`config.mk`:
```
export PLATFORM = sky130hd
export DESIGN_NAME = rggen_host_arbiter
export DESIGN_NICKNAME = d
export VERILOG_FILES = /design/src/rtl/rggen_host_arbiter.sv
export SDC_FILE = /design/constraint.sdc
export NUM_CORES = 1
export LEC_CHECK = 0
export BUFFER_PORTS_ARGS = -buffer_cell sky130_fd_sc_hd__buf_2
export CAP_MARGIN = 10
export CORE_MARGIN = 5
export CORE_UTILIZATION = 43
export CTS_CLUSTER_DIAMETER = 50
export DETAILED_ROUTE_END_ITERATION = 12
export GPL_TIMING_DRIVEN = 0
export MAX_ROUTING_LAYER = met4
export PLACE_DENSITY_LB_ADDON = 0.25
export SYNTH_ARGS = -nofsm -noshare
export SYNTH_HDL_FRONTEND = slang
export SYNTH_SLANG_ARGS = --single-unit
```
`constraint.sdc`:
```
create_clock -name clk -period 1.85 [get_ports clk]
set_clock_uncertainty 0.2 [all_clocks]
set_input_delay 0 -clock clk [delete_from_list [all_inputs] [get_ports clk]]
set_output_delay 0 -clock clk [all_outputs]
set_load 0.02 [all_outputs]
```
`src/rtl/rggen_host_arbiter.sv`:
```
// Round-robin arbiter sharing one register-block command port among N_HOSTS requesters.
// Optional BUSY watchdog enabled by defining RGGEN_HOST_ARBITER_TIMEOUT_EN.
module rggen_host_arbiter #(
  parameter int N_HOSTS        = 2,
  parameter int DATA_WIDTH     = 32,
  parameter int ADDRESS_WIDTH  = 8,
  parameter int TIMEOUT_CYCLES = 256
) (
  input  logic                              clk,
  input  logic                              rst,
  input  logic [N_HOSTS-1:0]                i_command_valid,
  input  logic [N_HOSTS-1:0]                i_write,
  input  logic [N_HOSTS-1:0]                i_read,
  input  logic [N_HOSTS*ADDRESS_WIDTH-1:0]  i_address,
  input  logic [N_HOSTS*DATA_WIDTH/8-1:0]   i_strobe,
  input  logic [N_HOSTS*DATA_WIDTH-1:0]     i_write_data,
  output logic [N_HOSTS-1:0]                o_response_ready,
  output logic [DATA_WIDTH-1:0]             o_read_data,
  output logic [1:0]                        o_status,
  output logic [N_HOSTS-1:0]                o_grant,
  output logic                              o_command_valid,
  output logic                              o_write,
  output logic                              o_read,
  output logic [ADDRESS_WIDTH-1:0]          o_address,
  output logic [DATA_WIDTH/8-1:0]           o_strobe,
  output logic [DATA_WIDTH-1:0]             o_write_data,
  input  logic                              i_response_ready,
  input  logic [DATA_WIDTH-1:0]             i_read_data,
  input  logic [1:0]                        i_status
);

  localparam int IW = (N_HOSTS > 1) ? $clog2(N_HOSTS) : 1;
  localparam int SW = DATA_WIDTH / 8;

  typedef enum logic [1:0] {IDLE, BUSY, DONE} state_t;

  state_t          state;
  state_t          state_next;
  logic [IW-1:0]   ptr;
  logic [IW-1:0]   grant_idx;
  logic [IW-1:0]   win_idx;
  logic [N_HOSTS-1:0] win_onehot;
  logic            win_found;
  logic            timeout_hit;
  logic            response_fire;

  // Search upward from the pointer with wrap-around; first requester wins.
  // NOTE: every combinational output gets a default first so no latch is inferred.
  always_comb begin
    int j;
    win_idx    = '0;
    win_onehot = '0;
    win_found  = 1'b0;
    for (int k = 0; k < N_HOSTS; k++) begin
      j = int'(ptr) + k;
      if (j >= N_HOSTS) j -= N_HOSTS;
      if (!win_found && i_command_valid[j]) begin
        win_found     = 1'b1;
        win_idx       = IW'(j);
        win_onehot    = '0;
        win_onehot[j] = 1'b1;
      end
    end
  end

`ifdef RGGEN_HOST_ARBITER_TIMEOUT_EN
  logic [15:0] busy_count;

  // Zero on the first BUSY cycle, so the watchdog fires on BUSY cycle TIMEOUT_CYCLES.
  always_ff @(posedge clk) begin
    if (rst) begin
      busy_count <= '0;
    end else if (state != BUSY) begin
      busy_count <= '0;
    end else begin
      busy_count <= busy_count + 16'd1;
    end
  end

  assign timeout_hit = (state == BUSY) && (busy_count == 16'(TIMEOUT_CYCLES - 1));
`else
  assign timeout_hit = 1'b0;
`endif

  assign response_fire = (state == BUSY) && (i_response_ready || timeout_hit);

  // State register.
  // NOTE: sequential state uses non-blocking assignments so all flops update together.
  always_ff @(posedge clk) begin
    if (rst) begin
      state <= IDLE;
    end else begin
      state <= state_next;
    end
  end

  // Next-state logic.
  always_comb begin
    state_next = state;
    case (state)
      IDLE:    if (win_found) state_next = BUSY;
      BUSY:    if (response_fire) state_next = DONE;
      DONE:    state_next = IDLE;
      default: state_next = IDLE;
    endcase
  end

  // Command registers, grant and priority pointer.
  always_ff @(posedge clk) begin
    if (rst) begin
      ptr          <= '0;
      grant_idx    <= '0;
      o_grant      <= '0;
      o_write      <= 1'b0;
      o_read       <= 1'b0;
      o_address    <= '0;
      o_strobe     <= '0;
      o_write_data <= '0;
    end else if (state == IDLE && win_found) begin
      grant_idx    <= win_idx;
      o_grant      <= win_onehot;
      o_write      <= i_write[win_idx];
      o_read       <= i_read[win_idx];
      o_address    <= i_address[win_idx*ADDRESS_WIDTH +: ADDRESS_WIDTH];
      o_strobe     <= i_strobe[win_idx*SW +: SW];
      o_write_data <= i_write_data[win_idx*DATA_WIDTH +: DATA_WIDTH];
    end else if (response_fire) begin
      o_grant <= '0;
      ptr     <= (grant_idx == IW'(N_HOSTS - 1)) ? '0 : grant_idx + 1'b1;
    end
  end

  // Outputs: a real downstream response takes precedence over the watchdog.
  always_comb begin
    o_command_valid  = (state == BUSY);
    o_response_ready = '0;
    o_read_data      = '0;
    o_status         = 2'b00;
    if (response_fire && !rst) begin
      o_response_ready = o_grant;
      if (i_response_ready) begin
        o_read_data = i_read_data;
        o_status    = i_status;
      end else begin
        o_status    = 2'b10;
      end
    end
  end

endmodule

```
* Word-level counts from Yosys, hierarchy flattened *
Cells that the tools add are included.

word-level totals
  bits in registers = 52
  output and inout bits = 85
  word-level logic and storage cells = 72

cells by class
  add/subtract/negate cells = 4
  magnitude comparators = 7
  equality and inequality tests = 3
  shifts and indexed selects = 3
  muxes and demuxes = 33
  bitwise gates (word level) = 1
  reduce and logical (&&, ||, !) cells = 12

operators by type and width
  cell                                                         number
  2-to-1 mux 32 bit                                            4
  >= comparator 32 x 1 -> 1 bit, second input constant         2
  less-than comparator 32 x 3 -> 1 bit, second input constant  2
  variable part select 64 x 7 -> 32 bit                        1
  2-to-1 mux 2 bit                                             9
  2-to-1 mux 1 bit                                             17
  variable part select 16 x 5 -> 8 bit                         1
  variable part select 8 x 4 -> 4 bit                          1
  logical AND 1 bit                                            6
  one-hot mux 2 bit (2 select lines)                           1
  AND reduction 2 bit                                          2
  subtractor 1 x 2 -> 3 bit, second input constant             1
  subtractor 2 x 2 -> 3 bit, second input constant             1
  adder 1 x 1 -> 2 bit, second input constant                  1
  demux 1 bit (select 1 bit)                                   2
  == test 2 x 1 -> 1 bit, second input constant                1
  >= comparator 1 x 2 -> 1 bit, second input constant          1
  >= comparator 2 bit, second input constant                   1
  zero test 1 bit                                              2
  zero test 2 bit                                              1
  less-than comparator 1 x 2 -> 1 bit, second input constant   1
  != test 2 x 1 -> 1 bit, second input constant                1
  != test 2 bit, second input constant                         1
  nonzero test 2 bit                                           1
  other kinds (2)                                              2

* Logic depth before layout (Yosys ltp) *
Gate-level depths: netlist of run 1.

  word-level depth = 12
  depth in mapped cells = 6
  mapped depth without buffers = 3

* Worst setup path after synthesis of run 1 *
No wires, ideal clock.

  path type = flip-flop to flip-flop
  start point = reg state[0]
  end point = reg o_address[0]
  setup time = 147 ps
  data arrival time = 1123 ps
  data required time = 1503 ps
  path slack = 380 ps
  cell stages (with the launch flop) = 5
  buffers on the path = 1
  period minus slack after synthesis = 1470 ps
  path through = dfxtp_1 -> or2_4 -> nor2_4 -> clkbuf_4 -> a311oi_2

between the ends
  longest elaborated chain between the ends = 2

ends and longest elaborated chain
  element                 line  text
  from (decl)             37    state_t state;
  from (signal assigned)  93    state <= state_next;
  zero test 2 bit         119   end else if (state == IDLE && win_found) begin
  logical AND 1 bit       119
  to (signal assigned)    124   o_address <= i_address[win_idx*ADDRESS_WIDTH +: ADDRESS_WIDTH];
  to (decl)               24    output logic [ADDRESS_WIDTH-1:0] o_address,

Every way passes these cells.
A chain may end at the register's enable or synchronous reset.

* Final worst setup path of run 1 *
  start point = reg state[1]
  end point = out o_read_data[17]

between the ends
  longest elaborated chain between the ends = 4

ends and longest elaborated chain
  element                 line  text
  == test 2 x 1 -> 1 bit  85    assign response_fire = (state == BUSY) && (i_response_ready || timeout_hit);
  logical AND 1 bit       85
  logical AND 1 bit       139   if (response_fire && !rst) begin
  2-to-1 mux 32 bit       139
  to (decl)               18    output logic [DATA_WIDTH-1:0] o_read_data,

Every way passes these cells.

==> metrics.csv, run 1 <==
stage,metric,value,unit
run_status,outcome,completed,
setup_path,CP Launch Type,flop,
power,Pwr Density,633,nW/um2
setup_path,worst path bufs/invs,2,
placed_design,Buffers on Ports,213,
setup_path,Reg-to-Reg Start,state[0]$_SDFFE_PP0P_,
clock_network,Max clock buf depth,2,
clock_network,Num CTS Buffers,5,
global_route,largest net degree at the start of global routing,15,
setup_path,CP top delay family,simple AND/OR/NAND/NOR gates,
synthesis,post-synthesis cell type count,33,
synthesis,asr flop ratio synth,0,
setup_path,Register-to-Register Setup Slack,0.13,ns
drt,wire length per cell,19.0,um
clock_network,TritonCTS sink count,52,
setup_path,worst-path fanout max,10,
synthesis,Post-synth EDFFs,0,
placed_design,GP Congestion,0.928,
global_route,first-pass GRT wire length,22800,um
synthesis,most common cell in the netlist,dfxtp_1,
synthesis,top post-synthesis cells by area,"dfxtp_1 32%, a311oi_2 18%, a21oi_2 8.1%",
timing,worst hold-check slack,0.0471,ns
drt,top sig layer,met4,
cells_and_area,fillers,513,
timing,setup TNS,0,ns
timing,Setup-failing EPs final,0,
drt,M1 wire length,5670,um
cells_and_area,Final Instance Area,5530,um2
drt,first-pass detailed-route iteration total,4,
floorplan,I/O pin count,216,
setup_path,reg2reg end,o_address[5]$_SDFFE_PP0P_,
clock_network,Clock Latency Late Sink,0.30,ns
setup_path,CP arrival,1.55,ns
setup_path,Critical Path RT,1.65,ns
floorplan,Die ar.,9400,um2
power,total power,3.50,mW
power,Leak,2.48,nW
drt,routed wl met2,7220,um
placed_design,placed wire-length estimate,9050,um
cells_and_area,final net count,789,
drt,DRT antenna net count,0,
floorplan,Die H,97.0,um
setup_path,capture point of the critical path,o_read_data[17],
synthesis,Mapped Nets,471,
synthesis,Yosys top cell by area,dfxtp_1,
placed_design,placed inst area,4440,um2
min_path,Worst Hold Class,input port to flop,
floorplan,Core Area,7290,um2
cells_and_area,area grow syn2layout,70.0,%
clock_network,CTS root buf,clkbuf_8,
floorplan,Initial Util,0.446,
cells_and_area,fraction of layout cells with a size suffix above 1,0.512,
drt,vias per cell,5.45,
placed_design,Place WS,0.160,ns
setup_path,Crit-path slowest cell,dfxtp_1,
clock_network,TritonCTS clock tree,done,
placed_design,# placed instances,652,
drt,via count,4144,
setup_path,R2R depth,4,
timing,Max Clk Rate,572,MHz
setup_path,crit-path cells,nand3b_1 > nor2_4 > buf_4 > and2_1 > buf_2,
synthesis,synthesized cell area,3250,um2
power,worst vdd ir,401,uV
synthesis,Syn Inst Count,340,
drt,drt total wl,14500,um
synthesis,Synth Flop Type,dfxtp_1,
global_route,total grt overflow,0,
cells_and_area,register area,1040,um2
timing,max-slew violation count,0,
setup_path,Worst path depth,5,
clock_network,clock-pin slew on the worst setup and hold paths,0.09,ns
floorplan,FP Rows,31,
setup_path,WS Path Type,flop to output port,
synthesis,Commonest cells post-synth,"52 x dfxtp_1, 47 x nand3_1, 40 x a311oi_2, 40 x o21ai_1, 36 x and2_1",
timing,period utilisation layout,0.946,
cells_and_area,Non-Filler Instances,760,
timing,Worst Slack Setup Final,0.101,ns
clock_network,H-tree depth,2,
global_route,vias in the first global route,4449,
timing,Slew headroom,0.505,
synthesis,post-synth top area share,0.320,
drt,initial drt markers,203,
setup_path,Crit. Startpoint,state[1]$_SDFFE_PP0P_,
timing,final hold violation count,0,
cells_and_area,area taken by multi-input logic gates,1850,um2
floorplan,die width,97.0,um
synthesis,Avg Inst Size Synth,9.56,um2
setup_path,Worst path max stage delay,0.35,ns
drt,drc violations,0,
synthesis,Synth warnings,0,
drt,metal3 WL,972,um
timing,RSZ-0062 raised after global routing,false,
timing,Tightest Pin Transition,0.743,ns
global_route,initial antenna violation count,3,
timing,fin crit period,1.75,ns
synthesis,register bit count reported by yosys,52,
cells_and_area,Util after Layout,0.758,
setup_path,CP endpoint kind,output port,
synthesis,sequential fraction of the synthesis area,0.320,
global_route,gr usage total,0.302,
job,Max Cap Viol,0,
cell usage in the layout, fill, tap and decap left out:
cell	synthesis	routed
nor2_4	2	3
clkbuf_4	1	2
clkbuf_8	0	7
inv_1	1	1
buf_12	7	7
or2_4	2	2
dfxtp_1	52	52
a21oi_1	20	20
and2_1	36	36
nand3_1	47	47
a2111oi_2	1	1
clkbuf_2	6	4
or2_2	1	1
nand3b_1	1	1
and2b_4	1	1
nor2_2	2	1
nand2b_1	1	1
clkbuf_1	9	9
nor2b_1	1	1
a41o_1	1	1
inv_2	1	1
buf_2	9	222
a21oi_2	30	30
buf_8	2	2
nand2b_2	1	1
o21ai_0	7	7
a311oi_2	40	40
nand2_1	2	2
o211ai_1	1	1
buf_6	1	1
o21ai_1	40	40
diode_2	0	3
buf_1	1	1
dlygate4sd3_1	0	95
buf_4	7	11
a311oi_1	6	6
layout make-up:
cell class	count	area share
timing repair buffer	311	0.369
buffer	43	0.0649
multi-input combinational	243	0.335
inverter	2	0.00136
tap	99	0.0224
clock buffer	7	0.0174
antenna	3	0.00136
sequential	52	0.188
cells by family (layout without fill, tap and decap cells):
logic type | count (synthesis) | after routing | synth area share
buf+inv | 45 | 363 | 0.111
flops | 52 | 52 | 0.320
simple gates | 97 | 97 | 0.174
other cells | 0 | 3 | 0
compound gates | 146 | 146 | 0.395
power by group:
part	internal, mW	leakage (nW)	switching [mW]
Clock	0.335	0.0503	0.397
Sequential	1.25	0.432	0.0839
Combinational	0.652	2.00	0.784
tightest hold or removal path: cells and delay by family:
kind	cells	cell delay, ns
AO/OA/AOI/OAI	1	0.16
buffers and inverters	2	0.36
worst min-delay path by stage:
stage                     slack [ns]              from  depth (start not counted)                            end
after CTS                       0.05               rst                          3        o_grant[0]$_SDFFE_PP0P_
after detailed placement        0.09  i_write_data[20]                          3  o_write_data[20]$_SDFFE_PP0P_
after global placement          0.09  i_write_data[18]                          3  o_write_data[18]$_SDFFE_PP0P_
after floorplan                -0.02  i_write_data[18]                          2  o_write_data[18]$_SDFFE_PP0P_
after global routing            0.10               rst                          3        o_grant[0]$_SDFFE_PP0P_
final                           0.05               rst                          3        o_grant[0]$_SDFFE_PP0P_
state kept, by name, indices dropped and copies added, names as in the netlist:
register,cells
grant_idx,1
o_address,8
o_grant,2
o_read,1
o_strobe,4
o_write,1
o_write_data,32
ptr,1
state,2
metal layers:
layer	vias to the layer above	track usage
li1	1918	-
met1	1949	0.352
met2	221	0.497
met3	56	0.0633
met4	0	0.139
met5	-	-
what timing repair did:
action,4_1_cts,5_1_grt
gates resized for setup,1,5
hold buffers,95,0
buffers inserted,2,1
hold endpoints to repair,49,0
setup endpoints to repair,29,26
pin swaps,1,1
Power figures use the tool's default switching activity.
==> inputs of run 2 (changes only) <==
- ABC_CLOCK_PERIOD_IN_PS: not set -> 1850
- CORE_ASPECT_RATIO: not set -> 0.9
==> metrics.csv, run 2 (same netlist as run 1, synthesis figures left out) <==
stage,metric,value,unit,change
drt,drt total wl,13900,um,-3.7%
global_route,total grt overflow,0,,unchanged
setup_path,CP arrival,1.60,ns,+0.05 ns
clock_network,TritonCTS clock tree,done,,
cells_and_area,top flop regs,"o_write_data (32), o_address (8), o_strobe (4)",,
setup_path,worst-path fanout max,5,,-5
cells_and_area,Non-Filler Instances,762,,+0.26%
timing,Max Clk Rate,555,MHz,-2.9%
setup_path,cell occurring most often along the worst timing path,buf_6,,
clock_network,CTS root buf,clkbuf_8,,
floorplan,FP Rows,30,,-3.2%
timing,Setup-failing EPs final,0,,unchanged
timing,fin crit period,1.80,ns,+0.0516 ns
floorplan,I/O pin count,216,,unchanged
setup_path,Worst path max stage delay,0.35,ns,about the same
cells_and_area,Util after Layout,0.750,,-0.00815
cells_and_area,"commonest non-fill, non-tap cells in the layout","213 x buf_2, 95 x dlygate4sd3_1, 51 x dfxtp_1",,
clock_network,Clock Latency Late Sink,0.30,ns,about the same
placed_design,placed wire-length estimate,8620,um,-4.7%
clock_network,Max clock buf depth,2,,unchanged
floorplan,Die ar.,9400,um2,about the same
global_route,first-pass GRT wire length,20900,um,-8.5%
cells_and_area,fraction of layout cells with a size suffix above 1,0.518,,+0.00591
setup_path,CP endpoint kind,output port,,
min_path,Worst Hold Class,input port to flop,,
timing,setup TNS,0,ns,unchanged
run_status,outcome,completed,,
global_route,initial antenna violation count,0,,-3
setup_path,WS Path Type,flop to output port,,
timing,Tightest Pin Transition,0.752,ns,+0.00850 ns
timing,max-slew violation count,0,,unchanged
cells_and_area,final net count,794,,+0.63%
cells_and_area,"commonest non-fill, non-tap cell in the layout",buf_2,,
setup_path,Critical Path RT,1.65,ns,about the same
drt,via count,4059,,-2.1%
clock_network,TritonCTS sink count,52,,unchanged
cells_and_area,max reg flops,32,,unchanged
setup_path,crit-path cells,nand3b_1 > nor2_4 > buf_6 > buf_6 > and2_1 > buf_4,,
drt,first-pass detailed-route iteration total,5,,+1
setup_path,worst path bufs/invs,3,,+1
clock_network,H-tree depth,2,,unchanged
power,worst vdd ir,345,uV,-14%
setup_path,CP Launch Type,flop,,
global_route,largest net degree at the start of global routing,16,,+1
floorplan,die width,102,um,+4.9%
clock_network,Num CTS Buffers,5,,unchanged
floorplan,Core Area,7470,um2,+2.4%
cells_and_area,"Most flops, register",o_write_data,,
timing,final hold violation count,0,,unchanged
placed_design,# placed instances,649,,-0.46%
floorplan,Initial Util,0.435,,-0.0106
power,total power,3.47,mW,-0.85%
drt,drc violations,0,,unchanged
cells_and_area,area grow syn2layout,72.3,%,
job,Max Cap Viol,0,,unchanged
clock_network,clock-pin slew on the worst setup and hold paths,0.10,ns,about the same
setup_path,Crit-path slowest cell,dfxtp_2,,
drt,vias per cell,5.33,,-2.3%
drt,initial drt markers,116,,-43%
power,Pwr Density,620,nW/um2,-2.2%
timing,period utilisation layout,0.974,,+0.0279
global_route,gr usage total,0.283,,-0.0193
drt,DRT antenna net count,0,,unchanged
placed_design,Buffers on Ports,213,,unchanged
setup_path,CP top delay family,simple AND/OR/NAND/NOR gates,,
drt,wire length per cell,18.3,um,-3.9%
cells_and_area,fillers,564,,+9.9%
power,Leak,2.52,nW,+1.3%
global_route,vias in the first global route,4194,,-5.7%
floorplan,Die H,92.5,um,-4.6%
timing,Slew headroom,0.499,,-0.00567
placed_design,GP Congestion,0.862,,-7.2%
## run 2: cell count changes in the layout (fill, tap and decap cells not counted)
cell	previous run	this run
buf_4	11	20
clkbuf_8	7	6
dfxtp_2	0	1
diode_2	3	2
buf_6	1	7
dfxtp_1	52	51
clkinv_2	0	2
clkbuf_4	2	1
buf_2	222	213
## run 2: area by class of cell
cell class | instances | area, um2 | area share
timing repair buffer | 316 | 2110 | 0.376
multi-input combinational | 243 | 1850 | 0.331
sequential | 52 | 1040 | 0.186
buffer | 43 | 373 | 0.0665
tap | 96 | 120 | 0.0214
clock buffer | 6 | 82.6 | 0.0147
clock inverter | 2 | 10.0 | 0.00179
inverter | 2 | 7.51 | 0.00134
antenna | 2 | 5.00 | 0.000893
## run 2: metal layers
metal	wire length, um	share of wire	up-vias	global-route usage
li1	-	-	1926	-
met1	5450	0.39	1912	0.330
met4	397	0.029	0	0.101
met3	746	0.054	48	0.0331
met2	7320	0.53	173	0.497
met5	0	0	-	-
## run 2: worst paths after layout
kind | cells after the start | slack, ns | endpoint | start
worst max register to register | 4 | 0.13 | o_address[2]$_SDFFE_PP0P_ | ptr$_SDFFE_PP0P_
worst max-delay path | 6 | 0.05 | o_read_data[8] | state[1]$_SDFFE_PP0P_
worst min-delay path | 3 | 0.04 | o_grant[0]$_SDFFE_PP0P_ | rst
worst min register to register | 2 | 0.28 | grant_idx$_SDFFE_PP0P_ | grant_idx$_SDFFE_PP0P_
## run 2: what timing repair did
action	4_1_cts	5_1_grt
gates cloned	0	3
hold endpoints to repair	49	0
pin swaps	1	1
hold buffers	95	0
resized for setup	3	22
setup endpoints to repair	30	31
buffers inserted	3	2
## run 2: power by group
| part | internal (mW) | switching (mW) | total [mW] |
|---|---|---|---|
| logic | 0.662 | 0.777 | 1.44 |
| clock network | 0.300 | 0.396 | 0.696 |
| registers | 1.25 | 0.0877 | 1.34 |
| total | 2.21 | 1.26 | 3.47 |
## run 2: tightest hold or removal path: cells and delay by family
family / cells / cell delay [ns]
compound gates: 1 / 0.17
buf+inv: 2 / 0.35
## run 2: through the flow
stage	worst slack (ns)	hold slack (ns)	area (um2)
final	0.0489	0.0449	5600
after global routing	-0.00832	0.0874	5600
after CTS	-0.0105	0.0466	5510
after detailed placement	0.111	0.0973	4440
after global placement	0.115	0.0857	4440
after floorplan	0.380	-0.0195	3250
